**config.mk**
```make
export PLATFORM = sky130hd
export DESIGN_NAME = fetch_sequencer
export DESIGN_NICKNAME = d
export VERILOG_FILES = /design/src/rtl/mips_pkg.sv /design/src/rtl/sat_counter.sv /design/src/rtl/fetch_sequencer.sv
export SDC_FILE = /design/constraint.sdc
export NUM_CORES = 1
export LEC_CHECK = 0
export CORE_ASPECT_RATIO = 1.75
export CORE_UTILIZATION = 48
export CTS_CLUSTER_SIZE = 20
export DETAILED_ROUTE_END_ITERATION = 6
export HOLD_SLACK_MARGIN = 0.15
export PLACE_DENSITY_LB_ADDON = 0.08
export RECOVER_POWER = 50
export SYNTH_ARGS = -nofsm -noshare
export SYNTH_HDL_FRONTEND = slang
export SYNTH_SLANG_ARGS = --single-unit
```
**constraint.sdc**
```tcl
create_clock -name clk -period 2.3 [get_ports clk]
set_clock_uncertainty 0.05 [all_clocks]
set_input_delay 0.575 -clock clk [delete_from_list [all_inputs] [get_ports clk]]
set_output_delay 0.575 -clock clk [all_outputs]
set_load 0.1 [all_outputs]
```
**src/rtl/mips_pkg.sv**
```systemverilog
// Shared fetch-stage definitions: FSM state encoding, NOP word and PC constants.
package mips_pkg;

  typedef enum logic {
    BOOT = 1'b0,
    RUN  = 1'b1
  } fetch_state_e;

  localparam logic [31:0] INSN_NOP         = 32'h0000_0000;
  localparam logic [31:0] PC_STEP          = 32'd4;
  localparam logic [31:0] RESET_PC_DEFAULT = 32'h0000_0000;

endpackage : mips_pkg

```
**src/rtl/sat_counter.sv**
```systemverilog
// Up-counter that sticks at all-ones instead of wrapping.
module sat_counter #(
  parameter int CNT_W = 16
) (
  input  logic             clk,
  input  logic             rst,
  input  logic             inc,
  output logic [CNT_W-1:0] cnt
);

  // NOTE: sequential state uses non-blocking (<=) so every flop samples pre-edge values.
  always_ff @(posedge clk or negedge rst) begin
    if (!rst) begin
      cnt <= '0;
    end else if (inc && (cnt != '1)) begin
      cnt <= cnt + 1'b1;
    end
  end

endmodule : sat_counter

```
**src/rtl/fetch_sequencer.sv**
```systemverilog
// Instruction-fetch sequencer: boot delay, sequential fetch, stalls and redirects,
// pairing each registered memory word with its PC in the IF/ID register.
module fetch_sequencer
  import mips_pkg::*;
#(
  parameter logic [31:0] RESET_PC    = RESET_PC_DEFAULT,
  parameter int          BOOT_CYCLES = 2,
  parameter int          CNT_W       = 16
) (
  input  logic             clk,
  input  logic             rst,
  input  logic             stall_i,
  input  logic             jump_i,
  input  logic [31:0]      jump_target_i,
  input  logic             branch_taken_i,
  input  logic [31:0]      branch_target_i,
  input  logic [31:0]      imem_data_i,
  output logic [31:0]      imem_addr_o,
  output logic [31:0]      pc_o,
  output logic [31:0]      inst_o,
  output logic             valid_o,
  output logic [CNT_W-1:0] redirect_cnt_o,
  output logic [CNT_W-1:0] stall_cnt_o
);

  localparam logic [3:0] BOOT_LAST = 4'(BOOT_CYCLES - 1);

  fetch_state_e state;
  logic [3:0]   boot_cnt;
  logic [31:0]  fetch_pc;
  logic [31:0]  a1_pc;     // address whose word arrives on imem_data_i next
  logic         a1_v;

  logic         run;
  logic         redirect;
  logic         hold;
  logic         advance;
  logic [31:0]  redirect_pc;

  // NOTE: every always_comb output gets a default first so no latch is inferred.
  always_comb begin
    run         = (state == RUN);
    redirect    = 1'b0;
    hold        = 1'b0;
    advance     = 1'b0;
    redirect_pc = (jump_i ? jump_target_i : branch_target_i) & ~32'h3;
    imem_addr_o = RESET_PC;
    if (run) begin
      redirect    = jump_i || branch_taken_i;
      hold        = stall_i && !redirect;
      advance     = !stall_i && !redirect;
      // Re-reading a1 during a stall keeps imem_data_i matched to a1_pc.
      imem_addr_o = stall_i ? a1_pc : fetch_pc;
    end
  end

  always_ff @(posedge clk or negedge rst) begin
    if (!rst) begin
      state    <= BOOT;
      boot_cnt <= '0;
      fetch_pc <= RESET_PC;
      a1_pc    <= '0;
      a1_v     <= 1'b0;
      pc_o     <= '0;
      inst_o   <= INSN_NOP;
      valid_o  <= 1'b0;
    end else begin
      case (state)
        BOOT: begin
          boot_cnt <= boot_cnt + 1'b1;
          if (boot_cnt == BOOT_LAST) begin
            state <= RUN;
          end
        end
        RUN: begin
          if (redirect) begin
            // Squash both in-flight words; pc_o is left stale under valid_o=0.
            fetch_pc <= redirect_pc;
            a1_v     <= 1'b0;
            valid_o  <= 1'b0;
            inst_o   <= INSN_NOP;
          end else if (advance) begin
            pc_o     <= a1_pc;
            inst_o   <= imem_data_i;
            valid_o  <= a1_v;
            a1_pc    <= fetch_pc;
            a1_v     <= 1'b1;
            fetch_pc <= fetch_pc + PC_STEP;
          end
        end
        default: state <= BOOT;
      endcase
    end
  end

  sat_counter #(.CNT_W(CNT_W)) u_redirect_cnt (
    .clk (clk),
    .rst (rst),
    .inc (redirect),
    .cnt (redirect_cnt_o)
  );

  sat_counter #(.CNT_W(CNT_W)) u_stall_cnt (
    .clk (clk),
    .rst (rst),
    .inc (hold),
    .cnt (stall_cnt_o)
  );

endmodule : fetch_sequencer

```
# ---- Word-level counts from Yosys, hierarchy flattened
# Cells that the tools add are included.
dict set report classes {
  addsub 4
  mul 0
  n_div 0
  magnitude_cmp 0
  n_eq_ne 3
  shifts 0
  mux 16
  bitwise 1
  n_reduce_logical 10
}
# operator n
set ops {}
lappend ops {{32-bit 2-to-1 mux} 7}
lappend ops {{16-bit by 1-bit adder with 16-bit output, second input constant} 2}
lappend ops {{32-bit by 3-bit adder with 32-bit output, second input constant} 1}
lappend ops {{16-bit inequality test, second input constant} 2}
lappend ops {{1-bit 2-to-1 mux} 9}
lappend ops {{4-bit by 1-bit adder with 4-bit output, second input constant} 1}
lappend ops {{4-bit by 1-bit equality test with 1-bit output, second input constant} 1}
lappend ops {{1-bit logical AND} 4}
lappend ops {{3-bit AND reduction} 1}
lappend ops {{1-bit zero test} 2}
lappend ops {{2-bit AND reduction} 1}
lappend ops {{2-bit nonzero test} 1}
lappend ops {{1-bit logical OR} 1}
lappend ops {{1-bit inverter} 1}
dict set report totals {
  regBits 167
  latch_bits 0
  mem_bits_rw 0
  romBits 0
  inputBits 101
  out_inout_bits 129
  word_cells 44
  memories 0
}

# ---- Logic depth before layout (Yosys ltp)
# Gate-level depths: netlist of the first run.
dict set report depth {
  depth_word 6
  depth_mapped 8
  ltp_nobuf 6
}

# ---- Cells and area by module
# From an unflattened synthesis of the first run, not the netlist that was laid out.
dict set report unflattened {
  cells_unflattened 676
  hier_area_um2 7945.1
}
# mod instances cells_per_inst area_each_um2 seq_area_each_um2
set modules_own_cells {}
lappend modules_own_cells {fetch_sequencer 1 532 6226.0 3228.1}
lappend modules_own_cells {sat_counter 2 72 859.6 400.4}

# ---- Worst setup path after synthesis of the first run
# Ideal clock, no wire load.
dict set report synth_path {
  path_type {input to output}
  start {input port stall_i}
  end {output port imem_addr_o[27]}
  arrival_time_ns 2.488
  t_required_ns 1.675
  path_slack_ns -0.813
  path_stages 4
  n_path_buf 2
  cell_sequence {buf_2 buf_2 mux2i_1 nor2b_1}
}
dict set report synth_between {
  elab_chain_cells 2
}
# item line_no
set synth_rtl {}
lappend synth_rtl {{start: declaration} fetch_sequencer.sv:12} ;# input logic stall_i,
lappend synth_rtl {{32-bit 2-to-1 mux} fetch_sequencer.sv:53} ;# imem_addr_o = stall_i ? a1_pc : fetch_pc;
lappend synth_rtl {{32-bit 2-to-1 mux} fetch_sequencer.sv:48} ;# if (run) begin
lappend synth_rtl {{end: declaration} fetch_sequencer.sv:18} ;# output logic [31:0] imem_addr_o,
# Every way passes these cells.

# ---- Worst setup path in the final report of the first run
dict set report layout_path {
  start {register state (netlist: run)}
  end {output port imem_addr_o[30]}
}
dict set report layout_between {
  elab_chain_cells 1
}
# item line_no
set layout_rtl {}
lappend layout_rtl {{start: declaration} fetch_sequencer.sv:28} ;# fetch_state_e state;
lappend layout_rtl {{start signal: assignment} fetch_sequencer.sv:59} ;# state <= BOOT;
lappend layout_rtl {{start signal: assignment} fetch_sequencer.sv:72} ;# state <= RUN;
lappend layout_rtl {{start signal: assignment} fetch_sequencer.sv:91} ;# default: state <= BOOT;
lappend layout_rtl {{32-bit 2-to-1 mux} fetch_sequencer.sv:48}
# Every way passes these cells.

==> out/metrics.cfg, run 1 <==
[outcome]
outcome=completed

[worst_setup_path]
path_depth=3
crit_fanout=14
crit_buf_inv=2
critPathSlowestCell=dfrtp_2
worstRegToRegCells=5
startpoint_type=flop
cp_cell_sequence=buf_4 -> nor2b_4 -> buf_12
worstPathRequired_ns=1.67
crit_type=flop to primary output
crit_family=flip-flops
arrival_ns=1.60
max_stage_delay_ns=0.53
worstSetupEndpointType=primary output

[routing]
firstDrtPassIters=4
antenna_left=0
drcViolationCount=0
drt_wl_total_um=21700
avgRoutedWirePerCell_um=17.1
drt-initial-drc-count=266
viasPerCell=5.48
via_count=6983

[cts]
insertion_delay_ns=0.43
numCtsBuffers=17
numClockSinks=161
htree_levels=4
clockBufferDepth=2
cts_tree=built
cts_resized=0
root_buffer=clkbuf_16
clkTransAtPathRegs_ns=0.07

[finish]
drive_gt1_share_pct=26.5
nets=1175
syn_to_final_growth_pct=43.6
final_cell_mix=nand2_1 (218), dfrtp_1 (146), clkdlybuf4s50_1 (92)
num_antenna_cells=0
layout_commonest_cell=nand2_1

[die]
rows=62
die_h_um=172
die-area_mm2=0.0171
core-area_mm2=0.0163
start_util_pct=48.9
die_width_um=99.4
ioPinCount=230

[timing]
fin_crit_sh_pct=96.8
slew_violations=0
hold_viol=0
fin_hold_ws_ns=0.421
worstMarginPinSlew_ns=0.913
finalSetupViolations=0
maxSlewHeadroom_pct=39.1
max_freq_ghz=0.449
min_period_ns=2.23
rsz0062_at_grt=no
setup_tns_ns=0

[hold_path]
min_path_cells=2
min_path_type=flop to flop

[logic_synthesis]
syn_area_mm2=0.00797
ys.flop_type=dfrtp_1
seq_area_frac_synth_pct=50.6
synth_edf_count=0
yosys_warnings=0
synthCells=817
ys_ff_latch=161
avgSynthCellArea_um2=9.75
synth.distinct_cells=60
ys_async_sr_fraction_pct=100

[power_and_ir_drop]
p_leak_nw=5.73
vdd_drop_max_uv=543
power.density_mw_per_mm2=950

[placement]
gp_congestion=0.872
io_buffers=221
dp_hpwl_um=16100

[global_routing]
antenna_found_initial=0
grt_start_max_net_pins=67
grt_pass1_wl_um=34800
overflow=0
grtUsageTotal_pct=26.3
grt_pass1_vias=6943

[job]
max-cap-violations=0

==> sequential cells by signal (all words and copies together), names as in the netlist <==
signal / flops
boot_cnt: 4
run: 1
u_stall_cnt.cnt: 16
u_redirect_cnt.cnt: 16
fetch_pc: 30
inst_o: 32
a1_pc: 30
pc_o: 30
a1_v: 1
valid_o: 1
==> per-stage QoR <==
| step | util, % | cells | worst slack, ns | total power, mW | instance area [µm²] |
|---|---|---|---|---|---|
| 4_1_cts | 71.5 | 1274 | 0.0618 | 11.0 | 11600 |
| 6_report | 70.2 | 1274 | 0.0730 | 10.9 | 11400 |
| 3_5_place_dp | 68.0 | 1241 | -0.148 | 8.30 | 11100 |
| 2_1_floorplan | - | 820 | -0.0188 | 6.89 | 8220 |
| 5_1_grt | 70.2 | 1274 | 0.0152 | 11.3 | 11400 |
| 3_3_place_gp | 68.0 | 1241 | -0.0942 | 8.25 | 11100 |
==> final cells by class <==
type                       count  area (µm²)
clock buffer                  19         443
clock inverter                13         118
fill                        1281        4850
inverter                       7        26.3
multi-input combinational    596        3900
sequential                   161        4050
tap                          192         240
timing repair buffer         286        2670
==> tightest hold or removal path, delay by kind of cell (launching register included) <==
family	cells	cell delay [ns]
DFF	1	0.34
and+or+nand+nor	2	0.10
==> kinds of logic after synthesis <==
logic type / count (synthesis) / share of synthesized area (%)
xor+xnor: 39 / 4.29
flops: 161 / 50.6
compound gates: 109 / 10.3
simple gates: 387 / 23.7
buf+inv: 63 / 3.66
mux: 52 / 6.64
other cells: 1 / 0.0471
fa+ha+maj: 5 / 0.785
==> what timing repair did <==
item                      4_1_cts  5_1_grt
hold buffers                    1        0
buffers inserted                0        0
hold endpoints to repair       48        0
==> Yosys cell counts (2+ instances only) <==
cell | instances | area share, %
o221ai_1 | 2 | 0.22
nor2b_1 | 38 | 3.0
a31oi_1 | 6 | 0.47
a311oi_1 | 4 | 0.44
mux2_2 | 7 | 0.99
nand4_2 | 2 | 0.31
nor2_1 | 29 | 1.4
nand4_1 | 18 | 1.4
and3_1 | 11 | 0.86
or4_1 | 2 | 0.19
o22ai_1 | 5 | 0.39
and4_1 | 7 | 0.77
buf_4 | 6 | 0.57
ha_1 | 5 | 0.79
xor2_1 | 19 | 2.1
dfrtp_1 | 161 | 51
buf_2 | 25 | 1.6
nand4_4 | 2 | 0.53
nor4b_2 | 2 | 0.38
o211ai_1 | 4 | 0.38
nand4b_1 | 2 | 0.22
nand3_1 | 23 | 1.4
a211oi_1 | 9 | 0.85
nand2_1 | 219 | 10
o31a_1 | 2 | 0.22
nand2b_1 | 4 | 0.31
a21oi_1 | 16 | 1.0
nor4_1 | 7 | 0.55
o21ai_0 | 9 | 0.57
inv_1 | 7 | 0.33
clkbuf_1 | 11 | 0.52
xnor2_1 | 20 | 2.2
mux2i_1 | 45 | 5.7
nor3_1 | 12 | 0.75
a22o_1 | 36 | 4.0
buf_1 | 13 | 0.61
o311ai_1 | 4 | 0.44
==> power by group <==
| group | switching, mW | internal, mW |
|---|---|---|
| Combinational | 3.29 | 1.21 |
| Clock | 1.28 | 1.46 |
| Sequential | 0.396 | 3.24 |
==> per-layer routing <==
| layer | wire (µm) | share of wire, % | global-route usage (%) | up-vias |
|---|---|---|---|---|
| met5 | 0 | 0 | 0 | - |
| met4 | 576 | 2.6 | 11.1 | 0 |
| met1 | 8370 | 39 | 29.9 | 3371 |
| li1 | - | - | - | 3323 |
| met2 | 11700 | 54 | 47.9 | 248 |
| met3 | 1080 | 5.0 | 4.81 | 41 |
==> final timing paths <==
path                               from                endpoint  slack [ns]
setup / recovery                    run         imem_addr_o[30]        0.07
setup reg to reg           fetch_pc[19]            fetch_pc[30]        0.29
hold / removal                 pc_o[16]                pc_o[16]        0.42
max in group asynchronous           rst              inst_o[12]        0.31
hold reg to reg                pc_o[16]                pc_o[16]        0.42
min in group asynchronous           rst  u_redirect_cnt.cnt[12]        0.77
Power figures use the tool's default switching activity.
==> run 2, diff against run 1 <==
Settings changed: REMOVE_ABC_BUFFERS set to 1, SETUP_SLACK_MARGIN set to 0.1.
==> run 2 against run 1 <==
Effect of this change: clock-buffer cell count increased by 1; die area unchanged; setup slack improved by 0.042 ns; first-iteration DRC count decreased by 15%; combinational power decreased by 2%; hold slack improved by 0.0027 ns; fmax increased by 1.9%; largest cell class unchanged; cell count decreased by 0.31%; power increased by 0.28%; non-clock buffer count decreased by 3.
==> out/metrics.cfg, run 2 (same netlist as run 1, synthesis figures left out) <==
[placement]
io_buffers=221  ; unchanged
dp_hpwl_um=15600  ; -3.3%
gp_congestion=0.884  ; +1.4%
dpl_cell_area_mm2=0.0108  ; -2.6%
placed_cells=1238  ; -0.24%

[finish]
top_register=inst_o
syn_to_final_growth_pct=41.1
finalNonFillerCells=1270  ; -0.31%
final_cell_mix=nand2_1 (218), dfrtp_1 (158), clkdlybuf4s50_1 (93)
layout_commonest_cell=nand2_1
drive_gt1_share_pct=23.6  ; -3.0 points
stdcell_area_mm2=0.0112  ; -1.7%
nets=1172  ; -0.26%
largest_register_ff_count=32  ; unchanged
final_core_util_pct=69.0  ; -1.2 points
num_antenna_cells=0  ; unchanged

[timing]
min_period_ns=2.18  ; -0.0424 ns
fin_crit_sh_pct=95.0  ; -1.8 points
rsz0062_at_grt=yes
finalSetupViolations=0  ; unchanged
slew_violations=0  ; unchanged
worstMarginPinSlew_ns=0.944  ; +0.0305 ns
setup_tns_ns=0  ; unchanged
max_freq_ghz=0.458  ; +1.9%
hold_viol=0  ; unchanged
maxSlewHeadroom_pct=37.1  ; -2.0 points

[cts]
root_buffer=clkbuf_16
numCtsBuffers=17  ; unchanged
insertion_delay_ns=0.42  ; about the same
htree_levels=4  ; unchanged
clkTransAtPathRegs_ns=0.06  ; about the same
numClockSinks=161  ; unchanged
postCtsSetupBuffers=0  ; unchanged
clockBufferDepth=2  ; unchanged
cts_tree=built

[worst_setup_path]
crit_fanout=26  ; +12
worstPathRequired_ns=1.67  ; about the same
r2r_setup_slack_ns=0.35  ; +0.06 ns
startpoint_type=flop
crit_type=flop to primary output
worstRegToRegCells=5  ; unchanged
arrival_ns=1.56  ; -0.04 ns
worstSetupEndpointType=primary output

[routing]
drt-initial-drc-count=225  ; -15%
firstDrtPassIters=5  ; +1
drcViolationCount=0  ; unchanged
viasPerCell=5.46  ; -0.35%
via_count=6937  ; -0.66%
drt_wl_total_um=21300  ; -2.0%
avgRoutedWirePerCell_um=16.8  ; -1.7%
antenna_left=0  ; unchanged

[global_routing]
antenna_found_initial=0  ; unchanged
grt_pass1_wl_um=34100  ; -2.0%
overflow=0  ; unchanged
grt_pass1_vias=6798  ; -2.1%
grt_start_max_net_pins=53  ; -21%
grtUsageTotal_pct=25.7  ; -0.62 points

[outcome]
outcome=completed

[hold_path]
min_path_cells=2  ; unchanged
min_path_type=flop to flop

[die]
die_h_um=172  ; unchanged
core-area_mm2=0.0163  ; unchanged
rows=62  ; unchanged
die-area_mm2=0.0171  ; unchanged
start_util_pct=48.9  ; unchanged
die_width_um=99.4  ; unchanged
ioPinCount=230  ; unchanged

[power_and_ir_drop]
total_power_mw=10.9  ; +0.28%
vdd_drop_max_uv=1290  ; +140%
power.density_mw_per_mm2=970  ; +2.1%
p_leak_nw=5.48  ; -4.4%

[job]
max-cap-violations=0  ; unchanged

## run 2: changes by cell type in the layout (fill, tap and decap cells not counted), sizes merged, moves of 2 or more
| cell | change |
|---|---|
| inv | -9 |
| clkbuf | -6 |
| buf | +4 |
| bufinv | +3 |
| clkinv | +2 |
| clkinvlp | +2 |
## run 2: repair_timing
item,in CTS,in global routing
resized for setup,2,17
hold buffers,1,0
setup endpoints to repair,7,28
gates cloned,0,0
endpoints found under the hold margin,44,0
## run 2: layout make-up
class | instances | area, µm²
clock inverters | 11 | 139
flip-flops and latches | 161 | 4030
well taps | 192 | 240
clock buffers | 20 | 447
repair buffers | 283 | 2670
fillers | 1318 | 5050
inverters | 7 | 26.3
multi-input cells | 596 | 3690
## run 2: worst max-delay path: stages (launching register included)
cell,delay [ns]
dfrtp_1,0.39
buf_6,0.24
nor2b_2,0.21
buf_4,0.14
buf_12,0.16
## run 2: path summary, 6_finish.rpt
kind / startpoint / end
hold / removal: pc_o[24] / pc_o[24]
min in group asynchronous: rst / u_stall_cnt.cnt[7]
max in group asynchronous: rst / pc_o[8]
setup reg to reg: fetch_pc[5] / fetch_pc[26]
setup / recovery: run / imem_addr_o[30]
hold reg to reg: pc_o[24] / pc_o[24]
## run 2: stage by stage
stage	setup WS (ns)	hold WS [ns]
6_report	0.115	0.423
2_1_floorplan	-3.86	0.229
5_1_grt	0.0600	0.442
3_3_place_gp	-0.125	0.411
3_5_place_dp	-0.128	0.415
4_1_cts	0.0977	0.430
## run 2: layer usage
| metal | up-vias | GRT usage (%) | part of all wire, % |
|---|---|---|---|
| li1 | 3313 | - | - |
| met1 | 3348 | 29.2 | 39 |
| met2 | 233 | 46.8 | 54 |
| met3 | 43 | 4.12 | 4.8 |
| met4 | 0 | 11.8 | 2.9 |
| met5 | - | 0 | 0 |
## run 2: power breakdown
group / switching, mW / internal (mW) / total (mW)
sequential: 0.401 / 3.23 / 3.63
combinational: 3.25 / 1.16 / 4.41
clock: 1.14 / 1.72 / 2.86
total: 4.79 / 6.11 / 10.9
==> run 3, diff against run 2 <==
Settings changed: CELL_PAD_IN_SITES_DETAIL_PLACEMENT set to 0, CELL_PAD_IN_SITES_GLOBAL_PLACEMENT set to 1, CORE_UTILIZATION 48 to 36.
==> run 3 against run 2 <==
Effect of this change: register-to-register slack better by 0.03 ns; global-route usage is 4.3 points lower; via count is 1.7% lower; routed wire length is 8.3% higher; final area is 1.9% higher; power is 1.1% higher; utilization is 16 points lower; non-clock buffer count is 6 higher; hold slack worse by 0.0020 ns; critical path depth is 1 lower.
==> out/metrics.cfg, run 3 (same netlist as run 1, synthesis figures left out) <==
[worst_setup_path]
startpoint_type=flop
r2r_setup_slack_ns=0.38  ; +0.03 ns
arrival_ns=1.52  ; -0.04 ns
worstSetupEndpointType=primary output
crit_fanout=25  ; -3.8%
crit_type=flop to primary output
max_stage_delay_ns=0.40  ; about the same
worstPathRequired_ns=1.67  ; about the same
path_depth=3  ; -1
crit_family=buffers and inverters
worstRegToRegCells=5  ; unchanged
crit_buf_inv=2  ; -1
critPathSlowestCell=dfrtp_2
cp_cell_sequence=buf_8 -> nor2b_1 -> buf_12

[power_and_ir_drop]
power.share.clock_pct=26.8  ; +0.6 points
intPower_mw=6.13  ; +0.29%
combPwrFrac_pct=40.3  ; -0.2 points
vdd_drop_max_uv=902  ; -30%
p_sw_mw=4.90  ; +2.2%
power.density_mw_per_mm2=963  ; -0.72%
p_leak_nw=5.52  ; +0.77%
seqPwrFrac_pct=32.9  ; -0.4 points
switching_share_pct=44.4  ; +0.48 points

[global_routing]
grt_pass1_vias=6863  ; +0.96%
antenna_found_initial=1  ; +1
grt_start_max_net_pins=44  ; -17%
grtUsageTotal_pct=21.3  ; -4.3 points
grt_pass1_wl_um=37200  ; +9.1%
overflow=0  ; unchanged

[hold_path]
min_path_cells=2  ; unchanged
min_path_type=flop to flop

[timing]
fin_hold_ws_ns=0.421  ; -0.00201 ns
rsz0062_at_grt=yes
worstMarginPinSlew_ns=1.17  ; +0.231 ns
min_period_ns=2.14  ; -0.0420 ns
slew_violations=0  ; unchanged
finalSetupViolations=0  ; unchanged
hold_viol=0  ; unchanged
fin_ws_ns=0.157  ; +0.0420 ns
maxSlewHeadroom_pct=21.7  ; -15 points
fin_crit_sh_pct=93.2  ; -1.8 points
max_freq_ghz=0.467  ; +2.0%

[placement]
gp_congestion=0.771  ; -13%
place_ws_ns=-0.0746  ; +0.0538 ns
dpl_cell_area_mm2=0.0110  ; +1.6%
io_buffers=221  ; unchanged
dp_hpwl_um=16900  ; +8.1%

[die]
core-area_mm2=0.0216  ; +33%
die_width_um=114  ; +15%
ioPinCount=230  ; unchanged
die_h_um=199  ; +15%
rows=71  ; +15%
die-area_mm2=0.0228  ; +33%
start_util_pct=36.9  ; -12 points

[routing]
drt_wl_total_um=23100  ; +8.3%
firstDrtPassIters=4  ; -1
drcViolationCount=0  ; unchanged
antenna_left=0  ; unchanged
viasPerCell=4.95  ; -9.4%
drt-initial-drc-count=313  ; +39%
avgRoutedWirePerCell_um=16.8  ; -0.11%
via_count=6818  ; -1.7%

[finish]
final_cell_mix=nand2_1 (218), dfrtp_1 (157), buf_4 (97)
drive_gt1_share_pct=24.3  ; +0.77 points
num_antenna_cells=0  ; unchanged
syn_to_final_growth_pct=43.8
fill_cells=2074  ; +57%
nets=1178  ; +0.51%
stdcell_area_mm2=0.0115  ; +1.9%
largest_register_ff_count=32  ; unchanged
top_register=inst_o
layout_commonest_cell=nand2_1

[cts]
root_buffer=clkbuf_16
cts_tree=built
clkTransAtPathRegs_ns=0.07  ; about the same
numClockSinks=161  ; unchanged
clockBufferDepth=2  ; unchanged
htree_levels=4  ; unchanged
numCtsBuffers=17  ; unchanged
insertion_delay_ns=0.43  ; about the same

[job]
max-cap-violations=0  ; unchanged

[outcome]
outcome=completed

-- run 3: changes by cell type in the layout (fill, tap and decap cells not counted), moves of 2 or more --
cell	previous run	this run
nor2b_1	22	27
clkbuf_2	53	57
clkbuf_1	6	1
inv_6	0	4
clkinv_2	5	3
buf_4	92	97
nor2b_2	16	11
clkinv_4	1	3
-- run 3: cell type report --
cell class,count,area (µm²),share of cell area [%]
Timing Repair Buffer,289,2720,23.8
Clock buffer,17,425,3.71
Tap cell,292,365,3.19
Inverter,7,26.3,0.229
Sequential cell,161,4030,35.2
Clock inverter,15,181,1.58
Multi-Input combinational cell,596,3700,32.3
-- run 3: tightest hold or removal path, stage by stage (launching register included) --
cell and delay [ns]:
dfrtp_1 0.34, nand2_1 0.05, nand2_1 0.05
-- run 3: what timing repair did --
| action | CTS | global route |
|---|---|---|
| hold endpoints to repair | 35 | 0 |
| buffers inserted | 0 | 1 |
| cloned | 0 | 0 |
| endpoints found under the setup margin | 23 | 15 |
| resized for setup | 7 | 9 |
| hold buffers | 1 | 0 |
-- run 3: final timing paths --
path | end | from
max | imem_addr_o[17] | run
min | pc_o[22] | pc_o[22]
max reg2reg | fetch_pc[31] | fetch_pc[7]
min reg2reg | pc_o[22] | pc_o[22]
max in group asynchronous | inst_o[30] | rst
min in group asynchronous | u_stall_cnt.cnt[8] | rst
-- run 3: per-layer routing --
metal  vias up  GRT usage [%]  part of all wire (%)
li1       3356              -                     -
met1      3274           25.9                    41
met2       168           37.8                    54
met3        18           4.54                   4.6
met4         2           5.44                   1.1
met5         -              0                 0.043
-- run 3: per-stage QoR --
stage               total power, mW  cells  TNS [ns]  utilization, %
floorplan                      6.71    764   -371.21               -
global placement               8.19   1343     -1.37            50.8
detailed placement             8.22   1343     -1.61            50.8
CTS                            11.2   1376         0            53.7
global route                   11.5   1377         0            53.1
finish                         11.0   1377         0            53.1
-- run 3: power groups by stage --
stage | Sequential, mW | Clock, mW | Combinational (mW)
after floorplan | 5.35 | 0 | 1.36
after global placement | 3.67 | 0 | 4.52
after detailed placement | 3.67 | 0 | 4.55
after CTS | 3.63 | 3.05 | 4.56
after global routing | 3.69 | 3.14 | 4.65
final | 3.62 | 2.96 | 4.45
